## config.mk

```make
export PLATFORM = sky130hd
export DESIGN_NAME = lcd_hd44780_tx
export DESIGN_NICKNAME = d
export VERILOG_FILES = /design/src/rtl/lcd_hd44780_tx.sv
export SDC_FILE = /design/constraint.sdc
export NUM_CORES = 1
export LEC_CHECK = 0
export CAP_MARGIN = 5
export CORE_MARGIN = 2
export CORE_UTILIZATION = 55
export CTS_BUF_LIST = sky130_fd_sc_hd__clkbuf_8
export DETAILED_ROUTE_END_ITERATION = 12
export GPL_TIMING_DRIVEN = 0
export PLACE_DENSITY = 0.79
export SKIP_LAST_GASP = 1
export SYNTH_ARGS = -nofsm -noshare
export SYNTH_HDL_FRONTEND = slang
export SYNTH_SLANG_ARGS = --single-unit
```

## constraint.sdc

```tcl
create_clock -name clk -period 3.15 [get_ports clk]
set_clock_uncertainty 0.1 [all_clocks]
set_input_delay 0.7875 -clock clk [delete_from_list [all_inputs] [get_ports clk]]
set_output_delay 0.7875 -clock clk [all_outputs]
set_load 0.03 [all_outputs]
```

## src/rtl/lcd_hd44780_tx.sv

```systemverilog
// HD44780 character-LCD transmit engine: power-on init sequence, then one
// command/data byte per valid/ready handshake with EN setup/pulse/hold/exec timing.
module lcd_hd44780_tx #(
    parameter int T_POWERUP   = 750000,
    parameter int T_SETUP     = 2,
    parameter int T_PULSE     = 12,
    parameter int T_HOLD      = 2,
    parameter int T_EXEC      = 2000,
    parameter int T_EXEC_LONG = 82000
) (
    input  logic       clk,
    input  logic       rst,
    input  logic       cmd_valid,
    input  logic       cmd_rs,
    input  logic [7:0] cmd_data,
    output logic       cmd_ready,
    output logic       init_done,
    output logic       lcd_en,
    output logic       lcd_rs,
    output logic       lcd_rw,
    output logic [7:0] lcd_data,
    output logic       lcd_on,
    output logic       lcd_blon
);

    function automatic int max2(input int a, input int b);
        return (a > b) ? a : b;
    endfunction

    localparam int MAX_T = max2(max2(max2(T_POWERUP, T_SETUP), max2(T_PULSE, T_HOLD)),
                                max2(T_EXEC, T_EXEC_LONG));
    localparam int CW = $clog2(MAX_T) + 1;

    // Counters hold "cycles left minus one"; the waits that end in IDLE are one
    // shorter so cmd_ready is already high on the edge the wait expires.
    localparam logic [CW-1:0] C_PWRUP  = CW'(T_POWERUP - 1);
    localparam logic [CW-1:0] C_SETUP  = CW'(T_SETUP - 1);
    localparam logic [CW-1:0] C_PULSE  = CW'(T_PULSE - 1);
    localparam logic [CW-1:0] C_HOLD   = CW'(T_HOLD - 1);
    localparam logic [CW-1:0] C_EXEC   = CW'(T_EXEC - 1);
    localparam logic [CW-1:0] C_EXEC_I = CW'(T_EXEC - 2);
    localparam logic [CW-1:0] C_LONG   = CW'(T_EXEC_LONG - 1);
    localparam logic [CW-1:0] C_LONG_I = CW'(T_EXEC_LONG - 2);
    localparam logic [2:0]    ROM_LEN  = 3'd6;

    // LOAD is resolved on the same edge that leaves PWRUP/WAIT, so init bytes
    // follow each other with no extra cycle.
    typedef enum logic [2:0] {PWRUP, SETUP, PULSE, HOLD, WAIT, IDLE} state_e;

    function automatic logic [7:0] init_rom(input logic [2:0] i);
        case (i)
            3'd0, 3'd1, 3'd2: return 8'h38;
            3'd3:             return 8'h0C;
            3'd4:             return 8'h01;
            default:          return 8'h06;
        endcase
    endfunction

    state_e        state_q, state_d;
    logic [CW-1:0] cnt_q, cnt_d;
    logic [2:0]    idx_q, idx_d;
    logic          en_q, en_d, rs_q, rs_d, ready_q, ready_d, done_q, done_d;
    logic [7:0]    data_q, data_d;
    logic          is_long, is_last;

    assign is_long = !rs_q && (data_q[7:2] == 6'd0) && (data_q[1:0] != 2'd0);
    assign is_last = (idx_q == ROM_LEN);

    always_comb begin
        state_d = state_q;
        cnt_d   = (cnt_q != '0) ? cnt_q - CW'(1) : cnt_q;
        idx_d   = idx_q;
        en_d    = en_q;
        rs_d    = rs_q;
        data_d  = data_q;
        ready_d = ready_q;
        done_d  = done_q;
        case (state_q)
            PWRUP: if (cnt_q == '0) begin
                state_d = SETUP;
                cnt_d   = C_SETUP;
                rs_d    = 1'b0;
                data_d  = init_rom(idx_q);
                idx_d   = idx_q + 3'd1;
            end
            SETUP: if (cnt_q == '0) begin
                state_d = PULSE;
                cnt_d   = C_PULSE;
                en_d    = 1'b1;
            end
            PULSE: if (cnt_q == '0) begin
                state_d = HOLD;
                cnt_d   = C_HOLD;
                en_d    = 1'b0;
            end
            HOLD: if (cnt_q == '0) begin
                state_d = WAIT;
                if (is_long) cnt_d = is_last ? C_LONG_I : C_LONG;
                else         cnt_d = is_last ? C_EXEC_I : C_EXEC;
            end
            WAIT: if (cnt_q == '0) begin
                if (!is_last) begin
                    state_d = SETUP;
                    cnt_d   = C_SETUP;
                    rs_d    = 1'b0;
                    data_d  = init_rom(idx_q);
                    idx_d   = idx_q + 3'd1;
                end else begin
                    state_d = IDLE;
                    ready_d = 1'b1;
                    done_d  = 1'b1;
                end
            end
            IDLE: if (cmd_valid && ready_q) begin
                state_d = SETUP;
                cnt_d   = C_SETUP;
                rs_d    = cmd_rs;
                data_d  = cmd_data;
                ready_d = 1'b0;
            end
            default: state_d = PWRUP;
        endcase
    end

    always_ff @(posedge clk) begin
        if (rst) begin
            state_q <= PWRUP;
            cnt_q   <= C_PWRUP;
            idx_q   <= 3'd0;
            en_q    <= 1'b0;
            rs_q    <= 1'b0;
            data_q  <= 8'h00;
            ready_q <= 1'b0;
            done_q  <= 1'b0;
        end else begin
            state_q <= state_d;
            cnt_q   <= cnt_d;
            idx_q   <= idx_d;
            en_q    <= en_d;
            rs_q    <= rs_d;
            data_q  <= data_d;
            ready_q <= ready_d;
            done_q  <= done_d;
        end
    end

    assign cmd_ready = ready_q;
    assign init_done = done_q;
    assign lcd_en    = en_q;
    assign lcd_rs    = rs_q;
    assign lcd_data  = data_q;
    assign lcd_rw    = 1'b0;
    assign lcd_on    = 1'b1;
    assign lcd_blon  = 1'b1;

endmodule

```

==> summary.txt, run 1 <==
final weighted congestion in routability-driven placement - 0.897
startpoint of the tightest hold check path - init_done
count of pins on the block boundary - 27
post-route insts no fill - 361
outcome - finished, final reports clean
Ant. Diodes - 0
maximum capacitance violations - 0
TritonCTS clock tree - built
initial cell density of the core - 0.574
number of global-route vias before repair - 2043
Placeable Area - 0.00400 mm²
maximum cell stage delay along the critical path - 0.46 ns
post-route antenna net violation count - 0
total length of routed wires - 5.89 mm
largest net degree at the start of global routing - 12
row count - 23
die area - 0.00470 mm²
category of the worst setup path capture point - flip-flop
Pleak - 0.922 nW
maximum clock insertion buffer count - 2
end of the worst hold path - init_done
Setup TNS - 0 ns
Critical R2R Capture - cnt_q[12]
critical path type - flip-flop to flip-flop
element type at the critical path start - flip-flop
clock latency at the later pin of the worst-skew pair - 0.30 ns
Crit-path slowest cell - nor4_2
number of setup violations in the final report - 0
Placed Cells incl. Taps - 353
total of flip-flops plus latches after synthesis - 39
class of the worst hold path - flip-flop to flip-flop
Post-Layout Inst Area - 0.00269 mm²
Synth Area per Inst - 8.22 µm²
wire length of the first global-routing pass - 9.55 mm
cell-by-cell trace of the critical path - nor4_2 -> and4_1 -> buf_4 -> nand2_2 -> a21oi_1 -> buf_2 -> a22oi_1
clock slew at reported path FFs - 0.08 ns
fraction of the yosys area taken by sequential cells - 0.340
power per cell area - 350 mW/mm²
RR Startpoint - cnt_q[11]
total number of clock tree sinks - 39
EDFF count, synth - 0
fraction of final layout cells sized beyond drive strength 1 - 0.0900
number of warnings reported in the yosys synthesis log - 0
count of different cell masters after synthesis - 56
RSZ-0062 raised after global routing - false
GRT Total Usage - 0.276
maximum net fanout on the critical path - 10
Post-Synthesis Cell Area - 0.00229 mm²
total number of vias - 2200
Die W - 68.6 µm
clock tree root driver cell - clkbuf_8
part of the cycle the worst path needs - 0.765
First-pass DRT Iterations - 4
initial drt markers - 135
Worst Max-Slew Pin Slew - 0.754 ns
headroom to the max-slew limit - 0.496
worst path required time - 3.23 ns
path depth of the worst reg2reg path - 7
Post-DP Area - 0.00259 mm²
Fin. Hold Viols - 0
post-synthesis instance total - 279
most common flop cell mapped by yosys - dfxtp_1
die height - 68.6 µm
Area growth, synth to finish - 17.3%
ys async rst share - 0
Peak supply drop - 0.000228 V
final period demand of the worst path - 2.41 ns
total of buffers placed on input and output ports - 23
count of pins over their slew limit - 0
count of hold buffers inserted by post-cts repair - 0
Fmax - 415 MHz
critical path arrival - 2.49 ns
nets - 330
routed wirelength normalized by instance count - 16.3 µm
number of antenna violations at the first check in global routing - 0
Post-CTS Resized - 0
remaining design rule violation count - 0
post-CTS setup-driven buffer insertion count - 0
total number of H-tree levels - 2
hpwl dp - 4.32 mm
worst hold path cell count - 1
vias per inst - 6.09
number of clock buffers inserted by TritonCTS - 5
total congestion overflow - 0
setup slack, reg-to-reg - 0.74 ns
## cell type report
| type | instances | area, µm² |
|---|---|---|
| Tap cell | 50 | 62.6 |
| Timing Repair Buffer | 23 | 230 |
| Fill cell | 348 | 1310 |
| Clock inverter | 1 | 3.75 |
| Clock buffer | 7 | 96.3 |
| Sequential cell | 39 | 781 |
| Multi-Input combinational cell | 215 | 1390 |
| Buffer | 18 | 93.8 |
| Inverter | 8 | 30.0 |
## metal layers
layer / share of wire / track usage / up-vias
met5: 0 / 0 / -
met4: 0.022 / 0.128 / 0
met3: 0.037 / 0.0406 / 12
met2: 0.50 / 0.474 / 65
met1: 0.44 / 0.337 / 1028
li1: - / - / 1095
## registers in the layout, indices dropped and copies added (netlist names)
| signal | count |
|---|---|
| state_q | 3 |
| lcd_en | 1 |
| init_done | 1 |
| cmd_ready | 1 |
| lcd_rs | 1 |
| idx_q | 3 |
| cnt_q | 21 |
| lcd_data | 8 |
## power by group
part	leakage, nW	switching [mW]	internal, mW	total (mW)
Sequential	0.315	0.00375	0.497	0.501
Clock	0.0557	0.186	0.197	0.383
Combinational	0.551	0.0309	0.0270	0.0579
## kinds of logic after synthesis
logic type                 synth area share
AOI/OAI and AO/OA                     0.237
xor gates and xnor gates             0.0344
adders and majority gates            0.0436
buffers and inverters                0.0540
DFF                                   0.340
muxes                               0.00927
other                               0.00327
and+or+nand+nor                       0.279
## per-stage QoR
step	setup slack, ns	hold WS [ns]	util	power (mW)
after floorplan	1.12	0.365	-	0.544
after global placement	0.485	0.355	0.648	0.568
after detailed placement	0.454	0.365	0.648	0.569
after CTS	0.723	0.384	0.673	0.943
after global routing	0.654	0.408	0.673	0.964
final	0.741	0.376	0.673	0.941
## worst max path at each step
stage	start	end
6_report	cnt_q[11]	cnt_q[12]
3_3_place_gp	cmd_valid	cnt_q[12]
2_1_floorplan	cnt_q[6]	cnt_q[0]
3_5_place_dp	cmd_valid	cnt_q[12]
5_1_grt	cnt_q[10]	cnt_q[12]
4_1_cts	cnt_q[11]	cnt_q[12]
## synthesized netlist by cell type, drive strengths merged (2+ instances only)
library cell / number / area share
a32oi: 2 / 0.0076
nand4: 6 / 0.016
nor3: 21 / 0.060
a21oi: 22 / 0.048
clkbuf: 9 / 0.015
and2: 4 / 0.011
nor4: 6 / 0.022
inv: 8 / 0.013
or3: 9 / 0.025
o211ai: 4 / 0.013
and4: 2 / 0.0076
conb: 2 / 0.0033
dfxtp: 39 / 0.34
nor2b: 4 / 0.011
a22oi: 2 / 0.0065
o21ai: 20 / 0.044
a311oi: 2 / 0.0076
ha: 8 / 0.044
nand3: 11 / 0.032
o211a: 2 / 0.0087
a31oi: 2 / 0.0055
o31ai: 2 / 0.0065
nand2: 22 / 0.037
buf: 9 / 0.026
a211oi: 13 / 0.045
nand2b: 3 / 0.0082
xnor2: 8 / 0.031
and3: 4 / 0.011
a21o: 2 / 0.0065
a2111oi: 3 / 0.011
nor2: 13 / 0.021
## worst max-delay path, delay by kind of cell, from the launching register on
kind	cells	cell delay, ns
AND/OR/NAND/NOR	3	0.85
AO/OA/AOI/OAI	2	0.50
buffers and inverters	2	0.47
flip-flops	1	0.36
## cells in the final DEF, fill, tap and decap left out, types with 3 or more instances in the layout
master and count:
a2111oi_0 3, nand4_1 6, xnor2_1 8, nor4_1 4, and3_1 4, clkdlybuf4s50_1 23, o211ai_1 4, clkbuf_1 9
inv_1 9, o21ai_1 10, o21ai_0 10, nand3_1 9, nor2_1 13, buf_4 6, dfxtp_1 39, conb_1 3
clkbuf_8 7, ha_1 8, nor2b_1 4, nand2b_1 3, and2_1 3, or3_1 9, nand2_1 21, a21oi_1 22
buf_2 3, nor3_1 17, a211oi_1 12
(Power assumes the default switching activity.)
==> run 2, diff against run 1 <==
==> constraint.sdc (replaced) <==
create_clock -name clk -period 2.5 [get_ports clk]
set_clock_uncertainty 0.1 [all_clocks]
set_input_delay 0.625 -clock clk [delete_from_list [all_inputs] [get_ports clk]]
set_output_delay 0.625 -clock clk [all_outputs]
set_load 0.03 [all_outputs]
==> results of run 2 <==
Same layout as run 1 (identical final DEF). Status: finished, final reports clean.
Among the figures that moved: setup slack after placement 0.454 ns -> -0.0330 ns; setup slack after layout 0.741 ns -> 0.0914 ns; register-to-register setup slack 0.74 ns -> 0.09 ns; total power 0.941 mW -> 1.19 mW; worst IR drop on VDD 0.000228 V -> 0.000288 V
==> run 3, diff against run 2 <==
--- a/config.mk
+++ b/config.mk
@@ -6,12 +6,14 @@
 export NUM_CORES = 1
 export LEC_CHECK = 0
 export CAP_MARGIN = 5
+export CELL_PAD_IN_SITES_DETAIL_PLACEMENT = 0
+export CELL_PAD_IN_SITES_GLOBAL_PLACEMENT = 2
 export CORE_MARGIN = 2
-export CORE_UTILIZATION = 55
-export CTS_BUF_LIST = sky130_fd_sc_hd__clkbuf_8
+export CORE_UTILIZATION = 34
+export CTS_BUF_LIST = sky130_fd_sc_hd__clkbuf_4
 export DETAILED_ROUTE_END_ITERATION = 12
 export GPL_TIMING_DRIVEN = 0
-export PLACE_DENSITY = 0.79
+export PLACE_DENSITY_LB_ADDON = 0.1
 export SKIP_LAST_GASP = 1
 export SYNTH_ARGS = -nofsm -noshare
 export SYNTH_HDL_FRONTEND = slang
==> run 3 against run 2 <==
  * Die area up 58%
  * Sequential share of layout area down 0.094 points
  * Cell area up 0.33%
  * Count of clock-buffer cells in the layout unchanged
  * Largest power group unchanged
  * Worst hold slack better by 0.018 ns
  * Clock power down 27%
  * Critical path type unchanged
  * Combinational power about the same
  * Sequential power about the same
  * First-iteration DRC count down 24%
==> summary.txt, run 3 (same netlist as run 1, synthesis figures left out) <==
outcome - finished, final reports clean
hpwl dp - 4.86 mm (+13%)
RSZ-0062 raised after global routing - true
wire length of the first global-routing pass - 11.2 mm (+17%)
total number of H-tree levels - 2 (unchanged)
critical path arrival - 2.51 ns (+0.02 ns)
vias per inst - 5.56 (-8.7%)
TritonCTS clock tree - built
post-route insts no fill - 388 (+7.5%)
commonest cells after routing, fill and taps aside - 39 x dfxtp_1, 23 x clkdlybuf4s50_1, 22 x a21oi_1
headroom to the max-slew limit - 0.470 (-0.0256)
final period demand of the worst path - 2.37 ns
maximum clock insertion buffer count - 2 (unchanged)
number of clock buffers inserted by TritonCTS - 5 (unchanged)
maximum net fanout on the critical path - 10 (unchanged)
die area - 0.00742 mm² (+58%)
number of antenna violations at the first check in global routing - 0 (unchanged)
total length of routed wires - 6.60 mm (+12%)
post-route core utilization - 0.420 (-0.252)
fraction of final layout cells sized beyond drive strength 1 - 0.0932 (+0.00322)
Die W - 86.2 µm (+26%)
Area growth, synth to finish - 17.7%
element type at the critical path start - flip-flop
count of pins over their slew limit - 0 (unchanged)
register with the most flip-flops - cnt_q
Setup TNS - 0 ns (unchanged)
critical path type - flip-flop to flip-flop
Peak supply drop - 0.000155 V
cell class contributing the biggest share of worst-path delay - simple AND/OR/NAND/NOR gates
total number of clock tree sinks - 39 (unchanged)
number of global-route vias before repair - 2130 (+4.3%)
Placed Cells incl. Taps - 380 (+7.6%)
Crit-path slowest cell - dfxtp_1
nets - 330 (unchanged)
number of setup violations in the final report - 0 (unchanged)
Placeable Area - 0.00642 mm² (+61%)
multi-input logic area - 0.00141 mm² (+1.3%)
max reg flops - 21 (unchanged)
worst slack on hold paths - 0.394 ns (+0.0183 ns)
clock tree root driver cell - clkbuf_4
Fin. Hold Viols - 0 (unchanged)
Pleak - 0.903 nW (-2.1%)
class of the worst hold path - flip-flop to flip-flop
row count - 29 (+26%)
Ant. Diodes - 0 (unchanged)
largest net degree at the start of global routing - 12 (unchanged)
GRT Total Usage - 0.192 (-0.0834)
First-pass DRT Iterations - 4 (unchanged)
Fmax - 421 MHz (+1.4%)
Bufs and invs on worst path - 2 (unchanged)
clock latency at the later pin of the worst-skew pair - 0.35 ns (+0.05 ns)
total of buffers placed on input and output ports - 23 (unchanged)
footprint of the flip-flops and latches - 781 µm² (unchanged)
part of the cycle the worst path needs - 0.950
initial cell density of the core - 0.357 (-0.216)
count of pins on the block boundary - 27 (unchanged)
post-CTS setup-driven buffer insertion count - 0 (unchanged)
total congestion overflow - 0 (unchanged)
total number of vias - 2158 (-1.9%)
die height - 86.2 µm (+26%)
final weighted congestion in routability-driven placement - 0.760 (-15%)
worst path required time - 2.63 ns
cell-by-cell trace of the critical path - nor4_4 -> and4_1 -> buf_4 -> nand2_2 -> a21oi_1 -> buf_2 -> a22oi_1
clock slew at reported path FFs - 0.12 ns (+0.04 ns)
maximum cell stage delay along the critical path - 0.39 ns (-0.07 ns)
most common library cell in the layout ignoring fill and taps - dfxtp_1
Worst Max-Slew Pin Slew - 0.792 ns (+0.0383 ns)
initial drt markers - 102 (-24%)
post-route antenna net violation count - 0 (unchanged)
category of the worst setup path capture point - flip-flop
power per cell area - 391 mW/mm²
routed wirelength normalized by instance count - 17.0 µm (+4.3%)
final-layout fill cell count - 685 (+97%)
remaining design rule violation count - 0 (unchanged)
maximum capacitance violations - 0 (unchanged)
run 3: changes by cell type in the layout (fill, tap and decap cells not counted):
cell      previous run  this run
clkinv_2             0         1
clkbuf_4             0         7
nor4_4               0         2
nor4_2               2         0
inv_1                9         8
clkbuf_8             7         0
run 3: repair_timing:
action | CTS | global route
hold buffers | 0 | 0
resized for setup | 0 | 2
setup endpoints to repair | 0 | 12
run 3: power by group:
part / leakage [nW] / internal, mW / switching, mW / total [mW]
clock: 0.0361 / 0.132 / 0.218 / 0.350
sequential: 0.315 / 0.627 / 0.00485 / 0.632
combinational: 0.552 / 0.0339 / 0.0392 / 0.0731
total: 0.903 / 0.792 / 0.262 / 1.05
run 3: path summary, 6_finish.rpt:
kind / start / to / slack (ns) / cells past startpoint
max: cnt_q[11] / cnt_q[12] / 0.13 / 7
min: lcd_data[3] / lcd_data[3] / 0.39 / 2
max reg2reg: cnt_q[11] / cnt_q[12] / 0.13 / 7
min reg2reg: lcd_data[3] / lcd_data[3] / 0.39 / 2
run 3: metrics by stage:
stage               total power [mW]  cell area (µm²)  worst slack [ns]
floorplan                      0.686             2300             0.474
global placement               0.719             2630           -0.0298
detailed placement             0.719             2630           0.00446
CTS                             1.07             2680            0.0367
global route                    1.11             2700          -0.00719
finish                          1.05             2700             0.125
run 3: metal layers:
metal	vias to the layer above	GRT usage	wire length, µm
met4	0	0.0548	89
met1	1013	0.281	3350
met5	-	0	0
li1	1104	-	-
met3	8	0.0289	185
met2	33	0.292	2980
run 3: cell type report:
| type | count | share of cell area |
|---|---|---|
| Tap cell | 77 | 0.0357 |
| Timing Repair Buffer | 23 | 0.0853 |
| Sequential cell | 39 | 0.289 |
| Buffer | 18 | 0.0348 |
| Inverter | 8 | 0.0111 |
| Clock inverter | 1 | 0.00185 |
| Clock buffer | 7 | 0.0195 |
| Multi-Input combinational cell | 215 | 0.523 |
run 3: worst reg2reg max path, stage by stage, from the launching register on:
cell	delay, ns
dfxtp_1	0.39
nor4_4	0.39
and4_1	0.25
buf_4	0.19
nand2_2	0.14
a21oi_1	0.37
buf_2	0.31
a22oi_1	0.12
